<file path="src/rtl/multicycle_ctrl_pkg.sv">
// Shared types and encodings for the multi-cycle MIPS-subset sequencer.
// Optional performance counters are enabled with CTRL_PERF_EN.
package ctrl_pkg;

  localparam int OPW   = 6;
  localparam int ALUCW = 3;

  typedef enum logic [2:0] {
    ST_FETCH,
    ST_DECODE,
    ST_EXEC,
    ST_MEM,
    ST_WB,
    ST_TRAP
  } state_t;

  localparam logic [OPW-1:0] OP_R    = 6'b000000;
  localparam logic [OPW-1:0] OP_LW   = 6'b100011;
  localparam logic [OPW-1:0] OP_SW   = 6'b101011;
  localparam logic [OPW-1:0] OP_BEQ  = 6'b000100;
  localparam logic [OPW-1:0] OP_ADDI = 6'b001000;
  localparam logic [OPW-1:0] OP_J    = 6'b000010;

  localparam logic [ALUCW-1:0] ALU_FUNCT = 3'b000;
  localparam logic [ALUCW-1:0] ALU_ADD   = 3'b001;
  localparam logic [ALUCW-1:0] ALU_SUB   = 3'b010;

  typedef struct packed {
    logic             mem_req;
    logic             PcW;
    logic             IrW;
    logic             BR_En;
    logic [ALUCW-1:0] AluC;
    logic             EnW;
    logic             EnR;
    logic             Mux1;
    logic             regDest;
    logic             AluSRC;
    logic             Branch;
    logic             Jump;
    logic             instr_done;
  } ctrl_out_t;

  function automatic logic is_supported(input logic [OPW-1:0] op);
    return (op == OP_R) || (op == OP_LW) || (op == OP_SW) ||
           (op == OP_BEQ) || (op == OP_ADDI) || (op == OP_J);
  endfunction

endpackage

</file>
<file path="src/rtl/multicycle_ctrl_if.sv">
// Sequencer <-> datapath/memory bundle; master is the controller side.
// Perf counter signals exist only when CTRL_PERF_EN is defined.
interface multicycle_ctrl_if;

  logic [ctrl_pkg::OPW-1:0]   Opcode;
  logic                       mem_ready;
  logic                       mem_req;
  logic                       PcW;
  logic                       IrW;
  logic                       BR_En;
  logic [ctrl_pkg::ALUCW-1:0] AluC;
  logic                       EnW;
  logic                       EnR;
  logic                       Mux1;
  logic                       regDest;
  logic                       AluSRC;
  logic                       Branch;
  logic                       Jump;
  logic                       instr_done;
  logic                       illegal;
`ifdef CTRL_PERF_EN
  logic [31:0]                cycle_cnt;
  logic [31:0]                instr_cnt;
`endif

  modport master (
`ifdef CTRL_PERF_EN
    output cycle_cnt, instr_cnt,
`endif
    input  Opcode, mem_ready,
    output mem_req, PcW, IrW, BR_En, AluC, EnW, EnR, Mux1, regDest,
           AluSRC, Branch, Jump, instr_done, illegal
  );

  modport slave (
`ifdef CTRL_PERF_EN
    input  cycle_cnt, instr_cnt,
`endif
    output Opcode, mem_ready,
    input  mem_req, PcW, IrW, BR_En, AluC, EnW, EnR, Mux1, regDest,
           AluSRC, Branch, Jump, instr_done, illegal
  );

endinterface

</file>
<file path="src/rtl/multicycle_ctrl_out_decode.sv">
// Combinational map from (state, latched opcode, mem_ready) to datapath controls.
// Independent of CTRL_PERF_EN.
module ctrl_out_decode
  import ctrl_pkg::*;
(
  input  state_t         state,
  input  logic [OPW-1:0] op_q,
  input  logic           mem_ready,
  output ctrl_out_t      ctrl
);

  always_comb begin
    ctrl = '0;
    case (state)
      ST_FETCH: begin
        ctrl.mem_req = 1'b1;
        ctrl.EnR     = 1'b1;
        ctrl.AluSRC  = 1'b1;
        ctrl.AluC    = ALU_ADD;
        ctrl.IrW     = mem_ready;
        ctrl.PcW     = mem_ready;
      end
      ST_EXEC: begin
        case (op_q)
          OP_R:                 ctrl.AluC = ALU_FUNCT;
          OP_LW, OP_SW, OP_ADDI: begin
            ctrl.AluC   = ALU_ADD;
            ctrl.AluSRC = 1'b1;
          end
          OP_BEQ: begin
            ctrl.AluC       = ALU_SUB;
            ctrl.Branch     = 1'b1;
            ctrl.instr_done = 1'b1;
          end
          OP_J: begin
            ctrl.Jump       = 1'b1;
            ctrl.PcW        = 1'b1;
            ctrl.instr_done = 1'b1;
          end
          default: ctrl = '0;
        endcase
      end
      ST_MEM: begin
        ctrl.mem_req = 1'b1;
        ctrl.EnR     = (op_q == OP_LW);
        // Store strobe only in the completing cycle, so one write per access
        ctrl.EnW        = (op_q == OP_SW) && mem_ready;
        ctrl.instr_done = (op_q == OP_SW) && mem_ready;
      end
      ST_WB: begin
        ctrl.BR_En      = 1'b1;
        ctrl.instr_done = 1'b1;
        ctrl.regDest    = (op_q == OP_R);
        ctrl.Mux1       = (op_q == OP_LW);
      end
      default: ctrl = '0;
    endcase
  end

endmodule

</file>
<file path="src/rtl/multicycle_ctrl.sv">
// Multi-cycle FETCH/DECODE/EXEC/MEM/WB sequencer; holds state, op_q and the sticky illegal flag.
// Define CTRL_PERF_EN to add cycle_cnt/instr_cnt counters.
//
// state  | meaning
// FETCH  | read instruction, PC+4; wait for mem_ready
// DECODE | latch opcode, trap on unsupported
// EXEC   | ALU op / branch / jump
// MEM    | data load or store; wait for mem_ready
// WB     | register bank write
// TRAP   | illegal opcode, parked until reset
module multicycle_ctrl
  import ctrl_pkg::*;
(
  input  logic              clk,
  input  logic              rst,
  multicycle_ctrl_if.master bus
);

  state_t         state, state_nxt;
  logic [OPW-1:0] op_q;
  logic           illegal_q;
  ctrl_out_t      dec, gated;

  always_ff @(posedge clk or posedge rst) begin
    if (rst) begin
      state     <= ST_FETCH;
      op_q      <= '0;
      illegal_q <= 1'b0;
    end else begin
      state <= state_nxt;
      if (state == ST_DECODE) begin
        op_q <= bus.Opcode;
        if (!is_supported(bus.Opcode)) illegal_q <= 1'b1;
      end
    end
  end

  always_comb begin
    state_nxt = state;
    case (state)
      ST_FETCH:  if (bus.mem_ready) state_nxt = ST_DECODE;
      ST_DECODE: state_nxt = is_supported(bus.Opcode) ? ST_EXEC : ST_TRAP;
      ST_EXEC: begin
        case (op_q)
          OP_R, OP_ADDI: state_nxt = ST_WB;
          OP_LW, OP_SW:  state_nxt = ST_MEM;
          default:       state_nxt = ST_FETCH;
        endcase
      end
      ST_MEM:    if (bus.mem_ready) state_nxt = (op_q == OP_LW) ? ST_WB : ST_FETCH;
      ST_WB:     state_nxt = ST_FETCH;
      ST_TRAP:   state_nxt = ST_TRAP;
      default:   state_nxt = ST_FETCH;
    endcase
  end

  ctrl_out_decode u_dec (
    .state     (state),
    .op_q      (op_q),
    .mem_ready (bus.mem_ready),
    .ctrl      (dec)
  );

  // Reset forces FETCH, whose decode would request memory; mask everything while rst is high
  assign gated = rst ? '0 : dec;

  assign bus.mem_req    = gated.mem_req;
  assign bus.PcW        = gated.PcW;
  assign bus.IrW        = gated.IrW;
  assign bus.BR_En      = gated.BR_En;
  assign bus.AluC       = gated.AluC;
  assign bus.EnW        = gated.EnW;
  assign bus.EnR        = gated.EnR;
  assign bus.Mux1       = gated.Mux1;
  assign bus.regDest    = gated.regDest;
  assign bus.AluSRC     = gated.AluSRC;
  assign bus.Branch     = gated.Branch;
  assign bus.Jump       = gated.Jump;
  assign bus.instr_done = gated.instr_done;
  assign bus.illegal    = illegal_q;

`ifdef CTRL_PERF_EN
  logic [31:0] cycle_cnt_q, instr_cnt_q;

  always_ff @(posedge clk or posedge rst) begin
    if (rst) begin
      cycle_cnt_q <= '0;
      instr_cnt_q <= '0;
    end else if (state != ST_TRAP) begin
      cycle_cnt_q <= cycle_cnt_q + 32'd1;
      if (dec.instr_done) instr_cnt_q <= instr_cnt_q + 32'd1;
    end
  end

  assign bus.cycle_cnt = cycle_cnt_q;
  assign bus.instr_cnt = instr_cnt_q;
`endif

endmodule

</file>
<file path="src/flat_wrapper.sv">
// flat-port wrapper written by rule: the top's interface ports become plain ports
module multicycle_ctrl_flat import ctrl_pkg::*;
  (clk, rst, bus_Opcode, bus_mem_ready, bus_mem_req, bus_PcW, bus_IrW, bus_BR_En, bus_AluC, bus_EnW, bus_EnR, bus_Mux1, bus_regDest, bus_AluSRC, bus_Branch, bus_Jump, bus_instr_done, bus_illegal);
  multicycle_ctrl_if bus_i ();
  input  logic clk;
  input  logic rst;
  input wire logic [$bits(bus_i.Opcode)-1:0] bus_Opcode;
  input wire logic [$bits(bus_i.mem_ready)-1:0] bus_mem_ready;
  output wire logic [$bits(bus_i.mem_req)-1:0] bus_mem_req;
  output wire logic [$bits(bus_i.PcW)-1:0] bus_PcW;
  output wire logic [$bits(bus_i.IrW)-1:0] bus_IrW;
  output wire logic [$bits(bus_i.BR_En)-1:0] bus_BR_En;
  output wire logic [$bits(bus_i.AluC)-1:0] bus_AluC;
  output wire logic [$bits(bus_i.EnW)-1:0] bus_EnW;
  output wire logic [$bits(bus_i.EnR)-1:0] bus_EnR;
  output wire logic [$bits(bus_i.Mux1)-1:0] bus_Mux1;
  output wire logic [$bits(bus_i.regDest)-1:0] bus_regDest;
  output wire logic [$bits(bus_i.AluSRC)-1:0] bus_AluSRC;
  output wire logic [$bits(bus_i.Branch)-1:0] bus_Branch;
  output wire logic [$bits(bus_i.Jump)-1:0] bus_Jump;
  output wire logic [$bits(bus_i.instr_done)-1:0] bus_instr_done;
  output wire logic [$bits(bus_i.illegal)-1:0] bus_illegal;
  assign bus_i.Opcode = bus_Opcode;
  assign bus_i.mem_ready = bus_mem_ready;
  assign bus_mem_req = bus_i.mem_req;
  assign bus_PcW = bus_i.PcW;
  assign bus_IrW = bus_i.IrW;
  assign bus_BR_En = bus_i.BR_En;
  assign bus_AluC = bus_i.AluC;
  assign bus_EnW = bus_i.EnW;
  assign bus_EnR = bus_i.EnR;
  assign bus_Mux1 = bus_i.Mux1;
  assign bus_regDest = bus_i.regDest;
  assign bus_AluSRC = bus_i.AluSRC;
  assign bus_Branch = bus_i.Branch;
  assign bus_Jump = bus_i.Jump;
  assign bus_instr_done = bus_i.instr_done;
  assign bus_illegal = bus_i.illegal;
  multicycle_ctrl u_core (.clk(clk), .rst(rst), .bus(bus_i));
endmodule
</file>
<file path="config.mk">
export PLATFORM = sky130hd
export DESIGN_NAME = multicycle_ctrl_flat
export DESIGN_NICKNAME = d
export VERILOG_FILES = /design/src/rtl/multicycle_ctrl_pkg.sv /design/src/rtl/multicycle_ctrl_if.sv /design/src/rtl/multicycle_ctrl_out_decode.sv /design/src/rtl/multicycle_ctrl.sv /design/src/flat_wrapper.sv
export SDC_FILE = /design/constraint.sdc
export NUM_CORES = 1
export LEC_CHECK = 0
export CELL_PAD_IN_SITES_DETAIL_PLACEMENT = 1
export CELL_PAD_IN_SITES_GLOBAL_PLACEMENT = 2
export CORE_ASPECT_RATIO = 0.75
export CORE_UTILIZATION = 27
export CTS_BUF_LIST = sky130_fd_sc_hd__clkbuf_4 sky130_fd_sc_hd__clkbuf_8 sky130_fd_sc_hd__clkbuf_16
export DETAILED_ROUTE_END_ITERATION = 8
export PLACE_DENSITY_LB_ADDON = 0.1
export SLEW_MARGIN = 20
export SYNTH_ARGS = -nofsm -noshare
export SYNTH_HDL_FRONTEND = slang
export SYNTH_SLANG_ARGS = --single-unit
</file>
<file path="constraint.sdc">
create_clock -name clk -period 4.8 [get_ports clk]
set_input_delay 0.96 -clock clk [delete_from_list [all_inputs] [get_ports clk]]
set_output_delay 0.96 -clock clk [all_outputs]
set_load 0.03 [all_outputs]
</file>
# Word level (Yosys, flattened, before mapping)
# Cells that the tools add are included.
# op_classes
reduce_logical	16
mux	22
bitwise_logic	1
n_eq_ne	17
# op_table
op	count
$eq 6x6->1 const B	4
$mux 15	1
$pmux 3 s5	1
$eq 6x2->1 const B	2
$eq 6x3->1 const B	2
$eq 6x4->1 const B	2
$logic_not 6->1	2
$mux 3	4
$pmux 2 s2	3
$reduce_or 2->1	4
$mux 1	7
$eq 3x2->1 const B	2
$eq 3x3->1 const B	2
$pmux 3 s2	1
$logic_or 1x1->1	5
$mux 2	2
$ne 2x2->1 const B	2
$pmux 1 s2	2
$reduce_and 2->1	2
$eq 3x1->1 const B	1
$logic_not 3->1	1
$pmux 1 s3	1
$reduce_or 3->1	1
$logic_and 1x1->1	1
$not 1->1	1
# word_totals
register_bits	10
in_bits	9
out_inout_bits	16

# Longest topological paths before layout
# Gate-level depths: netlist of the first run.
# logic_depth
ltp_word	8
ltp_mapped	6

# By module
# From an unflattened synthesis of the first run, not the netlist that was laid out.
# hier_totals
hier_cells	89
hier_area_um2	808.3
# by_module_without_submodules
mod	area_each_um2	seq_area_each_um2	instances	cells_each
multicycle_ctrl	600.6	250.2	1	59
ctrl_out_decode	207.7	0.0	1	30

# Worst setup path before layout of the first run
# OpenSTA, ideal clock, no wires.
# synth_path
kind	input to output
start	input rst
end	output bus_regDest
path_buffers	0
path_slack_ps	658
t_arrival_ps	3182
required_ps	3840
stages	3
cell_sequence	nor4b_1 -> nand2b_1 -> nor4_1
# synth_via
elab_chain_cells	1
# synth_rtl
element	line	source
start: declaration	flat_wrapper.sv:6	input logic rst;
$mux 15	multicycle_ctrl.sv:65	assign gated = rst ? '0 : dec;
end: declaration	flat_wrapper.sv:17	output wire logic [$bits(bus_i.regDest)-1:0] bus_regDest;
# No other way between the ends.

# Worst setup path after layout of the first run
# Same ends and word-level chain as after synthesis.

==> results of run 1 <==
==> how the worst max path moves through the flow <==
stage,startpoint,endpoint,slack [ns],depth (start not counted)
after detailed placement,rst,bus_regDest,0.92,5
after global routing,rst,bus_regDest,0.75,5
after global placement,rst,bus_regDest,0.89,5
after CTS,rst,bus_regDest,0.90,5
after floorplan,rst,bus_regDest,0.66,3
final,rst,bus_regDest,0.88,5
==> power breakdown <==
part	leakage, nW	internal [W]	switching [W]
Sequential	0.114	0.000119	0.0000662
Combinational	0.211	0.000101	0.000106
Clock	0.0138	0.0000289	0.0000272
==> cells in the mapped netlist (3+ instances only) <==
| cell type | count | area share |
|---|---|---|
| buf_2 | 3 | 0.020 |
| nand2b_1 | 4 | 0.034 |
| buf_4 | 3 | 0.031 |
| dfrtp_1 | 10 | 0.34 |
| mux2_2 | 6 | 0.092 |
| nand2_1 | 3 | 0.015 |
| nor2_1 | 11 | 0.056 |
==> metrics by stage <==
| step | setup WS [ns] | total power (W) | instances | utilization |
|---|---|---|---|---|
| final | 0.882 | 0.000449 | 136 | 0.382 |
| after CTS | 0.903 | 0.000455 | 136 | 0.382 |
| after detailed placement | 0.917 | 0.000396 | 133 | 0.374 |
| after global routing | 0.746 | 0.000486 | 136 | 0.382 |
| after floorplan | 0.658 | 0.000332 | 81 | - |
| after global placement | 0.892 | 0.000396 | 133 | 0.374 |
==> area by class of cell <==
cell class,instances,area [um^2],share of cell area
sequential,10,250,0.252
multi-input combinational,62,439,0.442
inverter,2,7.51,0.00755
timing repair buffer,23,230,0.231
tap,36,45.0,0.0453
clock buffer,3,22.5,0.0226
==> flip-flops by register name, summed over array words and instances, names as in the netlist <==
register            cells
u_core.state            3
u_core.op_q             6
u_core.bus.illegal      1
==> critical path, cell delays in order <==
cell,delay (ns)
clkdlybuf4s50_1,0.52
nor4b_1,0.43
nand2b_1,0.14
nor4_1,0.18
clkdlybuf4s50_1,0.72
==> cell families after synthesis <==
kind of cell / count (synthesis)
other: 1
xor gates and xnor gates: 1
buffers and inverters: 9
and+or+nand+nor: 38
AOI/OAI and AO/OA: 16
muxes: 6
DFF: 10
==> metal layers <==
layer / part of all wire / global-route usage / vias to the layer above
li1: - / - / 339
met1: 0.54 / 0.221 / 340
met2: 0.41 / 0.200 / 14
met3: 0.042 / 0.0485 / 0
met4: 0 / 0.0279 / 0
met5: 0 / 0 / -
==> run_results.csv, run 1 <==
group,metric,value,unit
logic_synthesis,ys.flop_type,"dfrtp_1",
clocking,path_clk_slew,0.06,ns
placement,portBuffers,23,
finish,n_fill_cell,317,
global_routing,grt.overflow.total,0,
logic_synthesis,synthXorXnorAreaFrac,0.0119,
worst_setup_path,end_kind,"primary output",
worst_setup_path,path_max_fanout,7,
logic_synthesis,synth_mux_area_frac,0.0915,
logic_synthesis,synth_top_family_by_area,"simple AND/OR/NAND/NOR gates",
routing,via_count,693,
routing,drtAntennaViolNets,0,
global_routing,grt_max_degree,14,
worst_setup_path,worstReg2RegEnd,"u_core.op_q[1]",
sta,clock_skew,0.00243,ns
logic_synthesis,synth-seq-cells,10,
sta,tightest_slew,0.540,ns
worst_setup_path,r2r_start,"u_core.state[1]",
logic_synthesis,synth.distinct_cells,38,
min_path,whs_path_depth,1,
finish,nNetsFinal,111,
logic_synthesis,yosysWarnings,0,
sta,holdWs,0.452,ns
die,start_util,0.284,
clocking,clk_latency,0.26,ns
die,rows,16,
logic_synthesis,synthCells,81,
finish,syn2layout_area_growth,34.7,%
sta,finalHoldViolCount,0,
clocking,cts_buffers,3,
global_routing,grt_pass1_wl,3.22,mm
power_and_ir_drop,ir_drop,0.196,mV
die,ios,25,
finish,layout_commonest_cell,"clkdlybuf4s50_1",
global_routing,grtUsageTotal,0.147,
clocking,post_cts_buffers,0,
clocking,cts-resized-gates,0,
logic_synthesis,synthAdderAreaFrac,0,
power_and_ir_drop,power_per_cell_area,452,nW/um^2
sta,min_period,3.92,ns
routing,wirelength,2.03,mm
routing,drc,0,
clocking,cts-root-buf,"clkbuf_4",
sta,max-slew-margin-rel,0.631,
worst_setup_path,arrival,2.96,ns
sta,timing.final.crit_share,0.816,
clocking,cts_tree,"built",
worst_setup_path,crit_path_start_kind,"primary input",
worst_setup_path,cp.required,3.84,ns
die,die_h,47.3,um
worst_setup_path,worstSetupPathType,"in -> out",
logic_synthesis,syn_area,738,um^2
job,cap_violations,0,
clocking,cts_max_level,1,
logic_synthesis,yosys.area_share.simple,0.305,
routing,drtIter0Drc,22,
logic_synthesis,synth-edff-count,0,
worst_setup_path,reg2reg_depth,3,
sta,tns,0,ns
logic_synthesis,synth-compound-area-share,0.181,
logic_synthesis,avgSynthCellArea,9.11,um^2
power_and_ir_drop,power_leakage,0.339,nW
die,die_width,62.4,um
routing,drtPass1Iterations,4,
sta,timing.fmax,255,MHz
sta,maxSlewViolCount,0,
logic_synthesis,syn_nets,90,
die,core-area,2600,um^2
clocking,ctsHoldBuffers,0,
sta,rsz0062_at_grt,"false",
finish,layout_common_cells,"23 x clkdlybuf4s50_1, 11 x nor2_1, 10 x dfrtp_1",
logic_synthesis,async_reset_ff_frac,1.00,
logic_synthesis,ys_seq_area_frac,0.339,
min_path,hp-class,"reg -> reg",
finish,final_area,995,um^2
min_path,hold_start,"u_core.bus.illegal",
clocking,clock-sinks,10,
finish,drive_gt1_frac,0.120,
outcome,status,"complete, no violations",
clocking,clock_path_buffers,2,
routing,wl_per_cell,14.9,um
placement,dp_hpwl,1.61,mm
finish,diodes,0,
die,die-area,2950,um^2
global_routing,grt_pass1_vias,616,
worst_setup_path,reg2reg_slack,3.23,ns
routing,viasPerCell,5.10,
min_path,min_to,"u_core.bus.illegal",
sta,setup_viol,0,
global_routing,antenna_found_initial,0,
placement,routabilityCongestion,0.709,
placement,place_area,972,um^2
Power figures use the tool's default switching activity.
==> inputs of run 2 (changes only) <==
Settings changed: CORE_UTILIZATION 27 to 23.
Clock period 4.8 ns to 3.2 ns, I/O delays scaled along.
==> run 2 against run 1 <==
  * Register-to-register slack worse by 1.6 ns
  * Sequential cell count unchanged
  * Die area up 17%
  * Via count up 2.7%
  * Power up 68%
  * Worst setup slack worse by 0.68 ns
  * First-iteration DRC count up 32%
  * Critical endpoint is now bus_PcW
==> run_results.csv, run 2 (synthesis gave the netlist of run 1 again) <==
group,metric,value,unit
clocking,path_clk_slew,0.04,ns
placement,placed_cells,140,
power_and_ir_drop,seq_power_share,0.349,
routing,drc,0,
worst_setup_path,reg2reg_depth,3,
clocking,clk_latency,0.23,ns
power_and_ir_drop,clockPowerShare,0.169,
global_routing,grt_max_degree,13,
worst_setup_path,cp.required,2.56,ns
placement,dp_hpwl,1.68,mm
die,die_width,67.4,um
global_routing,grt_pass1_vias,724,
worst_setup_path,crit_path_start_kind,"primary input",
power_and_ir_drop,switchingPower,0.000315,W
global_routing,grt.overflow.total,0,
die,die_h,51.1,um
routing,via_count,712,
sta,maxSlewViolCount,0,
global_routing,antenna_found_initial,0,
finish,final_area,1070,um^2
worst_setup_path,end_kind,"primary output",
routing,drtIter0Drc,29,
power_and_ir_drop,power_leakage,0.466,nW
sta,clock_skew,0.00142,ns
min_path,whs_path_depth,1,
worst_setup_path,path_max_fanout,4,
routing,viasPerCell,4.98,
sta,tns,0,ns
worst_setup_path,arrival,2.36,ns
power_and_ir_drop,power_per_cell_area,701,nW/um^2
finish,diodes,0,
placement,portBuffers,23,
finish,nNetsFinal,116,
routing,wl_per_cell,15.0,um
placement,routabilityCongestion,0.715,
finish,n_fill_cell,363,
clocking,cts_tree,"built",
die,die-area,3440,um^2
sta,setup_viol,0,
job,cap_violations,0,
clocking,ctsHoldBuffers,0,
finish,largest_reg_flops,6,
min_path,hp-class,"reg -> reg",
finish,layout_common_cells,"18 x clkdlybuf4s50_1, 11 x nor2_1, 10 x dfrtp_1",
global_routing,grt_pass1_wl,3.62,mm
clocking,clock-sinks,10,
worst_setup_path,worstSetupPathType,"in -> out",
sta,timing.final.crit_share,0.938,
outcome,status,"complete, no violations",
global_routing,grtUsageTotal,0.143,
sta,min_period,3.00,ns
clocking,cts-root-buf,"clkbuf_8",
die,rows,17,
routing,drtAntennaViolNets,0,
power_and_ir_drop,p_int,0.000437,W
finish,drive_gt1_frac,0.171,
clocking,post_cts_buffers,0,
sta,timing.fmax,333,MHz
die,start_util,0.246,
power_and_ir_drop,swShare,0.419,
finish,syn2layout_area_growth,45.4,%
finish,postLayoutCoreUtil,0.358,
clocking,cts_buffers,3,
die,core-area,3000,um^2
power_and_ir_drop,combinationalPowerShare,0.482,
clocking,clock_path_buffers,2,
routing,drtPass1Iterations,4,
routing,wirelength,2.15,mm
clocking,cts_max_level,1,
sta,finalHoldViolCount,0,
placement,place_area,1020,um^2
die,ios,25,
finish,instances_no_fill,143,
sta,rsz0062_at_grt,"false",
finish,layout_commonest_cell,"clkdlybuf4s50_1",
power_and_ir_drop,ir_drop,0.335,mV
finish,largest_register,"u_core.op_q",
==> run 2: cell count changes in the layout (fill, tap and decap cells not counted) <==
cell | before | now
a2111oi_0 | 1 | 0
a2111oi_1 | 0 | 1
buf_4 | 0 | 5
clkbuf_4 | 3 | 0
clkbuf_8 | 0 | 3
clkdlybuf4s50_1 | 23 | 18
dlymetal6s2s_1 | 0 | 5
nor4b_1 | 2 | 1
nor4b_2 | 0 | 1
==> run 2: routing by layer <==
| metal | GRT usage | wire length (um) | up-vias |
|---|---|---|---|
| met5 | 0 | 0 | - |
| li1 | - | - | 351 |
| met2 | 0.202 | 937 | 11 |
| met3 | 0.0335 | 60 | 2 |
| met4 | 0.0319 | 16 | 0 |
| met1 | 0.214 | 1140 | 348 |
==> run 2: layout make-up <==
class                           instances  area [um^2]  area share
Sequential cell                        10          250       0.233
Timing Repair Buffer                   28          280       0.261
Multi-Input combinational cell         62          447       0.416
Clock buffer                            3         41.3      0.0385
Tap cell                               38         47.5      0.0443
Inverter                                2         7.51     0.00699
==> run 2: final timing paths <==
kind	startpoint	to	slack, ns
hold reg to reg	u_core.bus.illegal	u_core.bus.illegal	0.45
setup / recovery	rst	bus_PcW	0.20
max in group asynchronous	rst	u_core.op_q[4]	1.95
setup reg to reg	u_core.state[0]	u_core.op_q[1]	1.62
min in group asynchronous	rst	u_core.state[2]	0.96
hold / removal	u_core.bus.illegal	u_core.bus.illegal	0.45
==> run 2: critical path, stage by stage <==
cell and delay (ns):
clkdlybuf4s50_1 0.47, buf_4 0.18, nor2_1 0.07, and3_1 0.20, o21bai_1 0.12, clkdlybuf4s50_1 0.68
==> run 2: power groups by stage <==
| stage | registers, W | logic [W] | clock network (W) |
|---|---|---|---|
| 3_3_place_gp | 0.000262 | 0.000367 | 0 |
| 3_5_place_dp | 0.000265 | 0.000361 | 0 |
| 4_1_cts | 0.000263 | 0.000366 | 0.000133 |
| 2_1_floorplan | 0.000217 | 0.000285 | 0 |
| 5_1_grt | 0.000277 | 0.000396 | 0.000139 |
| 6_report | 0.000263 | 0.000363 | 0.000127 |
==> run 2: what timing repair did <==
action,in CTS,in global routing
endpoints found under the hold margin,0,0
setup endpoints to repair,0,5
resized for setup,0,5
==> run 2: per-stage QoR <==
stage / total power [W] / hold WS, ns / setup WS, ns
floorplan: 0.000502 / 0.480 / 0.0856
detailed placement: 0.000626 / 0.452 / 0.0791
global route: 0.000812 / 0.496 / 0.0878
global placement: 0.000628 / 0.447 / 0.143
CTS: 0.000762 / 0.463 / 0.0742
finish: 0.000753 / 0.454 / 0.199
